### src/rtl/mac_sequencer_if.sv
// Operand-buffer read ports plus the command and result signals of the dot-product sequencer.
interface mac_sequencer_if #(
    parameter int unsigned DataWidth   = 8,
    parameter int unsigned BufferWidth = 2
);
    localparam int unsigned AccWidth = 2 * DataWidth + BufferWidth;

    logic                   Start;
    logic [BufferWidth-1:0] BaseA;
    logic [BufferWidth-1:0] BaseB;
    logic [BufferWidth:0]   Count;
    logic [BufferWidth-1:0] R_Addr1;
    logic [BufferWidth-1:0] R_Addr2;
    logic [DataWidth-1:0]   DataIn1;
    logic [DataWidth-1:0]   DataIn2;
    logic                   Busy;
    logic                   Done;
    logic [AccWidth-1:0]    Result;

    modport master (
        output Start, BaseA, BaseB, Count, DataIn1, DataIn2,
        input  R_Addr1, R_Addr2, Busy, Done, Result
    );

    modport slave (
        input  Start, BaseA, BaseB, Count, DataIn1, DataIn2,
        output R_Addr1, R_Addr2, Busy, Done, Result
    );
endinterface

### src/rtl/mac_sequencer.sv
// Dot-product engine: walks two vectors through the buffer read ports, multiplies
// each pair and accumulates, presenting the sum on Result with a one-cycle Done.
module mac_sequencer #(
    parameter int unsigned DataWidth   = 8,
    parameter int unsigned BufferSize  = 4,
    parameter int unsigned BufferWidth = 2
) (
    input logic            clk,
    input logic            rst,
    mac_sequencer_if.slave bus
);
    localparam int unsigned ProdWidth = 2 * DataWidth;
    localparam int unsigned AccWidth  = 2 * DataWidth + BufferWidth;
    localparam int unsigned CntWidth  = BufferWidth + 1;

    typedef enum logic [1:0] {IDLE, RUN, DRAIN, DONE} state_t;

    state_t                 state;
    state_t                 state_next;
    logic [CntWidth-1:0]    cnt;
    logic [CntWidth-1:0]    idx;
    logic [BufferWidth-1:0] addr1;
    logic [BufferWidth-1:0] addr2;
    logic [ProdWidth-1:0]   prod;
    logic                   prod_valid;
    logic [AccWidth-1:0]    acc;
    logic [AccWidth-1:0]    result;
    logic                   busy;
    logic                   done;
    logic [AccWidth-1:0]    sum_c;

    assign sum_c = acc + AccWidth'(prod);

    // State register
    always_ff @(posedge clk) begin
        if (rst) state <= IDLE;
        else     state <= state_next;
    end

    // Next-state logic
    always_comb begin
        state_next = state;
        case (state)
            IDLE:    if (bus.Start) state_next = (bus.Count == '0) ? DONE : RUN;
            RUN:     if (idx == cnt - CntWidth'(1)) state_next = DRAIN;
            DRAIN:   state_next = DONE;
            DONE:    state_next = IDLE;
            default: state_next = IDLE;
        endcase
    end

    // Datapath and registered outputs; addresses are pre-computed for the next RUN cycle
    always_ff @(posedge clk) begin
        if (rst) begin
            cnt        <= '0;
            idx        <= '0;
            addr1      <= '0;
            addr2      <= '0;
            prod       <= '0;
            prod_valid <= 1'b0;
            acc        <= '0;
            result     <= '0;
            busy       <= 1'b0;
            done       <= 1'b0;
        end else begin
            busy <= (state_next == RUN) || (state_next == DRAIN);
            done <= (state_next == DONE);
            case (state)
                IDLE: begin
                    if (bus.Start) begin
                        cnt        <= bus.Count;
                        idx        <= '0;
                        acc        <= '0;
                        prod_valid <= 1'b0;
                        if (bus.Count != '0) begin
                            addr1 <= bus.BaseA;
                            addr2 <= bus.BaseB;
                        end else begin
                            result <= '0;
                        end
                    end
                end
                RUN: begin
                    prod       <= ProdWidth'(bus.DataIn1) * ProdWidth'(bus.DataIn2);
                    prod_valid <= 1'b1;
                    idx        <= idx + CntWidth'(1);
                    if (prod_valid) acc <= sum_c;
                    if (state_next == RUN) begin
                        addr1 <= BufferWidth'((32'(addr1) + 32'd1) % BufferSize);
                        addr2 <= BufferWidth'((32'(addr2) + 32'd1) % BufferSize);
                    end else begin
                        addr1 <= '0;
                        addr2 <= '0;
                    end
                end
                DRAIN: begin
                    acc        <= sum_c;
                    result     <= sum_c;
                    prod_valid <= 1'b0;
                end
                default: ;
            endcase
        end
    end

    assign bus.R_Addr1 = addr1;
    assign bus.R_Addr2 = addr2;
    assign bus.Busy    = busy;
    assign bus.Done    = done;
    assign bus.Result  = result;
endmodule
### src/flat_wrapper.sv
// flat-port wrapper written by rule: the top's interface ports become plain ports
module mac_sequencer_flat 
#(
    parameter int unsigned DataWidth   = 8,
    parameter int unsigned BufferSize  = 4,
    parameter int unsigned BufferWidth = 2
)
  (clk, rst, bus_Start, bus_BaseA, bus_BaseB, bus_Count, bus_DataIn1, bus_DataIn2, bus_R_Addr1, bus_R_Addr2, bus_Busy, bus_Done, bus_Result);
  mac_sequencer_if #(.DataWidth(DataWidth), .BufferWidth(BufferWidth)) bus_i ();
  input logic clk;
  input logic rst;
  input wire logic [$bits(bus_i.Start)-1:0] bus_Start;
  input wire logic [$bits(bus_i.BaseA)-1:0] bus_BaseA;
  input wire logic [$bits(bus_i.BaseB)-1:0] bus_BaseB;
  input wire logic [$bits(bus_i.Count)-1:0] bus_Count;
  input wire logic [$bits(bus_i.DataIn1)-1:0] bus_DataIn1;
  input wire logic [$bits(bus_i.DataIn2)-1:0] bus_DataIn2;
  output wire logic [$bits(bus_i.R_Addr1)-1:0] bus_R_Addr1;
  output wire logic [$bits(bus_i.R_Addr2)-1:0] bus_R_Addr2;
  output wire logic [$bits(bus_i.Busy)-1:0] bus_Busy;
  output wire logic [$bits(bus_i.Done)-1:0] bus_Done;
  output wire logic [$bits(bus_i.Result)-1:0] bus_Result;
  assign bus_i.Start = bus_Start;
  assign bus_i.BaseA = bus_BaseA;
  assign bus_i.BaseB = bus_BaseB;
  assign bus_i.Count = bus_Count;
  assign bus_i.DataIn1 = bus_DataIn1;
  assign bus_i.DataIn2 = bus_DataIn2;
  assign bus_R_Addr1 = bus_i.R_Addr1;
  assign bus_R_Addr2 = bus_i.R_Addr2;
  assign bus_Busy = bus_i.Busy;
  assign bus_Done = bus_i.Done;
  assign bus_Result = bus_i.Result;
  mac_sequencer #(.DataWidth(DataWidth), .BufferSize(BufferSize), .BufferWidth(BufferWidth)) u_core (.clk(clk), .rst(rst), .bus(bus_i));
endmodule
### config.mk
export PLATFORM = sky130hd
export DESIGN_NAME = mac_sequencer_flat
export DESIGN_NICKNAME = d
export VERILOG_FILES = /design/src/rtl/mac_sequencer_if.sv /design/src/rtl/mac_sequencer.sv /design/src/flat_wrapper.sv
export SDC_FILE = /design/constraint.sdc
export NUM_CORES = 1
export LEC_CHECK = 0
export CELL_PAD_IN_SITES_DETAIL_PLACEMENT = 1
export CELL_PAD_IN_SITES_GLOBAL_PLACEMENT = 1
export CORE_MARGIN = 2
export CORE_UTILIZATION = 45
export DETAILED_ROUTE_END_ITERATION = 8
export PLACE_DENSITY_LB_ADDON = 0.3
export SLEW_MARGIN = 20
export SYNTH_ARGS = -nofsm -noshare
export SYNTH_HDL_FRONTEND = slang
export SYNTH_SLANG_ARGS = --single-unit
### constraint.sdc
create_clock -name clk -period 4.8 [get_ports clk]
set_input_delay 0.72 -clock clk [delete_from_list [all_inputs] [get_ports clk]]
set_output_delay 0.72 -clock clk [all_outputs]
set_load 0.05 [all_outputs]
# After elaboration in Yosys (flattened, before gate mapping)
# Index checks and enable logic that the tools add are counted.
# totals
ff_bits,67
input_bits,26
out_inout_bits,24
elab_cells,63
# classes
addsub,5
multipliers,1
n_eq_ne,11
n_mux,22
reduce_logical,13
# op_table
op,n
$mux 18,4
$pmux 18 s3,1
$pmux 18 s2,1
$add 18x16->18,1
$mux 2,9
$mul 8x8->16,1
$reduce_and 3->1,3
$eq 2x2->1 const B,4
$pmux 2 s2,2
$pmux 2 s4,1
$pmux 3 s2,1
$reduce_and 2->1,3
$reduce_bool 3->1,2
$add 2x1->2 const B,2
$eq 2x1->1 const B,2
$ne 2x1->1 const B,2
$ne 2x2->1 const B,2
$reduce_bool 2->1,2
$add 3x1->3 const B,1
$eq 3x3->1,1
$logic_not 3->1,1
$mux 3,1
$pmux 1 s3,1
$sub 3x1->3 const B,1
other kinds (3),3

# Depth between registers and ports, before layout
# logic_depth
ltp_word,7
ltp_mapped,16
mapped_depth_nobuf,16

# Least setup slack after synthesis
# OpenSTA, ideal clock, no wires.
# synth_path
kind,input to register
start,input port bus_DataIn1[1]
end,register u_core.prod[15]
setup_ps,103
arrival_time_ps,4395
t_required_ps,4697
setup_slack_ps,301
path_stages,14
n_path_buf,0
cell_sequence,and2_1 fa_1 fa_1 fa_1 inv_1 fa_1 inv_1 ha_1 o21a_1 and2b_1 o31ai_2 and3_1 a211o_1 a2111oi_2
# synth_via
elab_chain_cells,1
# synth_rtl
element,line_no,source
"start, declared",flat_wrapper.sv:16,input wire logic [$bits(bus_i.DataIn1)-1:0] bus_DataIn1;
$mul 8x8->16,mac_sequencer.sv:84,prod <= ProdWidth'(bus.DataIn1) * ProdWidth'(bus.DataIn2);
"end signal, assigned",mac_sequencer.sv:84,
"end, declared",mac_sequencer.sv:24,logic [ProdWidth-1:0] prod;
# Every way passes these cells.
# A chain may end at the register's enable or synchronous reset.

# Worst setup path in the final report
# layout_path
start,input port bus_DataIn1[4]
end,register u_core.prod[15]
# The elaborated chain is that of the path after synthesis.

==> metrics.md <==
| Metric | Value |
|---|---|
| GRT overflow | 0 |
| Tightest Hold Check Type | flop to flop |
| RePlAce Congestion | just under 0.9 |
| Pwr/cell area | between 400 and 500 mW/mm2 |
| CTS Root Cell | clkbuf_16 |
| Area of placed instances | 0.006585 mm2 |
| Initial antenna violation count | 0 |
| R2r endpoint | u_core.bus.R_Addr2[0]$_SDFFE_PP0P_ |
| Measured slew at the worst slew-check pin | between 800 and 900 ps |
| YS warnings | 0 |
| Max-cap violations | 0 |
| Routed vias/inst | around 5.6 |
| Register area share after synthesis | 0.2366 |
| Hold path start | u_core.bus.Result[4]$_SDFFE_PP0P_ |
| Final Skew | 6.119 ps |
| Max IR drop VDD | slightly below 0.0002 V |
| Layout Cells excl Fill | 922 |
| Synth Instances | 666 |
| Hold buffers post-CTS | 0 |
| Diode count | 0 |
| Final HPWL DP | about 12000 um |
| Clk slew on worst S/H paths | approximately 50 ps |
| Crit path DAT | between 4000 and 5000 ps |
| Post-DRT Antenna Nets | 0 |
| DRC viols | 0 |
| DRT Pass-1 Iters | 4 |
| Leading cell type in the layout, fill and taps excluded | dfxtp_1 |
| Hold WS | around 460 ps |
| Layout cells sized above 1 | 0.1133 |
| Vias | 5179 |
| CTS tree | built |
| Gr usage total | 0.2484 |
| R2R setup slack | roughly 2100 ps |
| H-tree depth | 3 |
| Num ports | 50 |
| Setup CP Type | input port to flop |
| Die ar. | between 0.01 and 0.015 mm2 |
| Detailed Route Iter0 Violations | about 310 |
| Worst Setup End Kind | flop |
| First-pass GRT wire length | 26760 um |
| Num CTS Buffers | 9 |
| Final setup viols | 0 |
| WHS Endpoint | u_core.bus.Result[4]$_SDFFE_PP0P_ |
| Latest clock arrival within the worst-skew pair | ~340 ps |
| Die X | around 120 um |
| Starting Density | 0.4548 |
| Synth area leader | dfxtp_1 |
| CTS max path bufs | 2 |
| Rel. slew slack | 0.4465 |
| Ys async rst share | 0 |
| Synth cell types | 65 |
| Drt wl/cell | about 18 um |
| Port bufs | 49 |
| Register bit total from synthesis | 67 |
| Post-Route WL | 16270 um |
| Post-synth EDFFs | 0 |
| Syn_nets | between 700 and 800 |
| Synth top area cells | dfxtp_1, ha_1, fa_1 |
| Worst r2r src | u_core.state[1]$_SDFF_PP0_ |
| Max Clock Freq | 214.1 MHz |
| Number of global-route vias before repair | approximately 5600 |
| Count of final max-slew check failures | 0 |
| Pleak | 3.034 nW |
| Placed Cells | 906 |
| Worst-path maximum fanout | 5 |
| Core Region | 0.01247 mm2 |
| Tmin final | roughly 4700 ps |
| Most frequent cells in the layout | dfxtp_1, inv_1, ha_1 |
| Crit path required time | 5040 ps |
| Layout area overhead | 22.42% |
| Sink Count | 67 |
| Worst R2R Path Depth | 10 |
| Final worst-path cycle share | 0.9731 |
| Fin area | just under 0.007 mm2 |
| Status | completed |
| Post-layout net count | about 870 |
| Setup crit start kind | input port |
| Final hold violations | 0 |
| Largest net degree at the start of global routing | 56 |
| Mapped Avg Cell Area | approximately 8.5 um2 |
| Top_reg_cell synth | dfxtp_1 |
| Mapped cell area | about 0.0057 mm2 |
| # rows | roughly 40 |
| Hold path cells | 2 |
| Die H | around 120 um |
| Synth top area share | 0.2366 |
## cell families (layout without fill, tap and decap cells)
group,Yosys count,in the layout,share of synthesized area
AOI/OAI and AO/OA,148,148,0.1894
xor gates and xnor gates,17,17,0.02626
adders and majority gates,97,97,0.2631
buffers and inverters,86,170,0.05804
DFF,67,67,0.2366
muxes,8,8,0.01457
and+or+nand+nor,243,243,0.2121
## metrics by stage
stage / util / worst slack, ps / power [W] / setup TNS (ps)
3_5_place_dp: 0.5283 / -505.3 / 0.002090 / -3217
2_1_floorplan: - / 301.1 / 0.001586 / 0
6_report: 0.5568 / 129.3 / 0.002831 / 0
3_3_place_gp: 0.5283 / -334.9 / 0.002007 / -1837
5_1_grt: 0.5568 / -23.97 / 0.003037 / -33.51
4_1_cts: 0.5518 / 11.61 / 0.002761 / 0
## repair_timing
item	4_1_cts	5_1_grt
setup endpoints to repair	6	7
buffers inserted	0	1
resized for setup	15	24
pin swaps	4	7
## state kept, by name, indices dropped and copies added (netlist names)
signal              cells
u_core.prod_valid       1
u_core.bus.Result      18
u_core.bus.R_Addr2      2
u_core.prod            16
u_core.state            2
u_core.acc             18
u_core.bus.R_Addr1      2
u_core.cnt              3
u_core.bus.Done         1
u_core.bus.Busy         1
u_core.idx              3
## power breakdown
| group | switching (W) | internal [W] | leakage (nW) | total, W |
|---|---|---|---|---|
| clock | 0.000243 | 0.000387 | 0.141 | 0.000630 |
| sequential | 0.0000562 | 0.000619 | 0.544 | 0.000675 |
| combinational | 0.000861 | 0.000665 | 2.35 | 0.00153 |
| total | 0.00116 | 0.00167 | 3.03 | 0.00283 |
## worst max-delay path: stages
cell,delay [ps]
clkdlybuf4s15_1,270
and2_1,240
fa_1,560
fa_1,430
fa_1,520
inv_1,70
fa_1,540
inv_1,70
ha_4,280
o21a_1,150
and2b_1,170
o31ai_4,80
and3_4,200
a211o_1,330
a2111oi_4,290
## worst max-delay path by stage
stage	startpoint	slack [ps]	end
6_report	bus_DataIn1[4]	130	u_core.prod[15]$_SDFFE_PP0P_
3_3_place_gp	bus_DataIn1[3]	-330	u_core.prod[12]$_SDFFE_PP0P_
2_1_floorplan	bus_DataIn1[1]	300	u_core.prod[15]$_SDFFE_PP0P_
4_1_cts	bus_DataIn1[0]	10	u_core.prod[9]$_SDFFE_PP0P_
3_5_place_dp	bus_DataIn1[2]	-510	u_core.prod[15]$_SDFFE_PP0P_
5_1_grt	bus_DataIn2[2]	-20	u_core.prod[12]$_SDFFE_PP0P_
## layout make-up
type / count / area (um2)
clock inverters: 2 / 10.01
clock buffers: 13 / 270.3
well taps: 172 / 215.2
inverters: 65 / 244.0
multi-input cells: 513 / 4076
flip-flops and latches: 67 / 1341
fillers: 1482 / 5525
repair buffers: 90 / 783.3
## metal layers
layer / track usage / vias to the layer above / share of wire
met4: 0.06825 / 0 / 0.016
met2: 0.4442 / 95 / 0.52
li1: - / 2483 / -
met3: 0.03788 / 24 / 0.040
met1: 0.3112 / 2577 / 0.42
met5: 0 / - / 0
## synthesized netlist by cell type, drive strengths merged, types with 3 or more instances
cell     n
a211oi  14
a21o     5
a21oi   36
a221oi   3
a22o     6
a22oi   12
a31oi    4
a32o     6
and2    53
buf      9
clkbuf  12
dfxtp   67
fa      37
ha      60
inv     64
mux2i    6
nand2   56
nand2b   3
nand3   38
nor2    57
nor2b    7
nor3    12
nor4     6
o211ai   4
o21a     9
o21ai   25
o311ai   3
o31ai    3
or4      3
xnor2    8
xor2     9
Note: power is estimated with default switching activity, not from simulation.
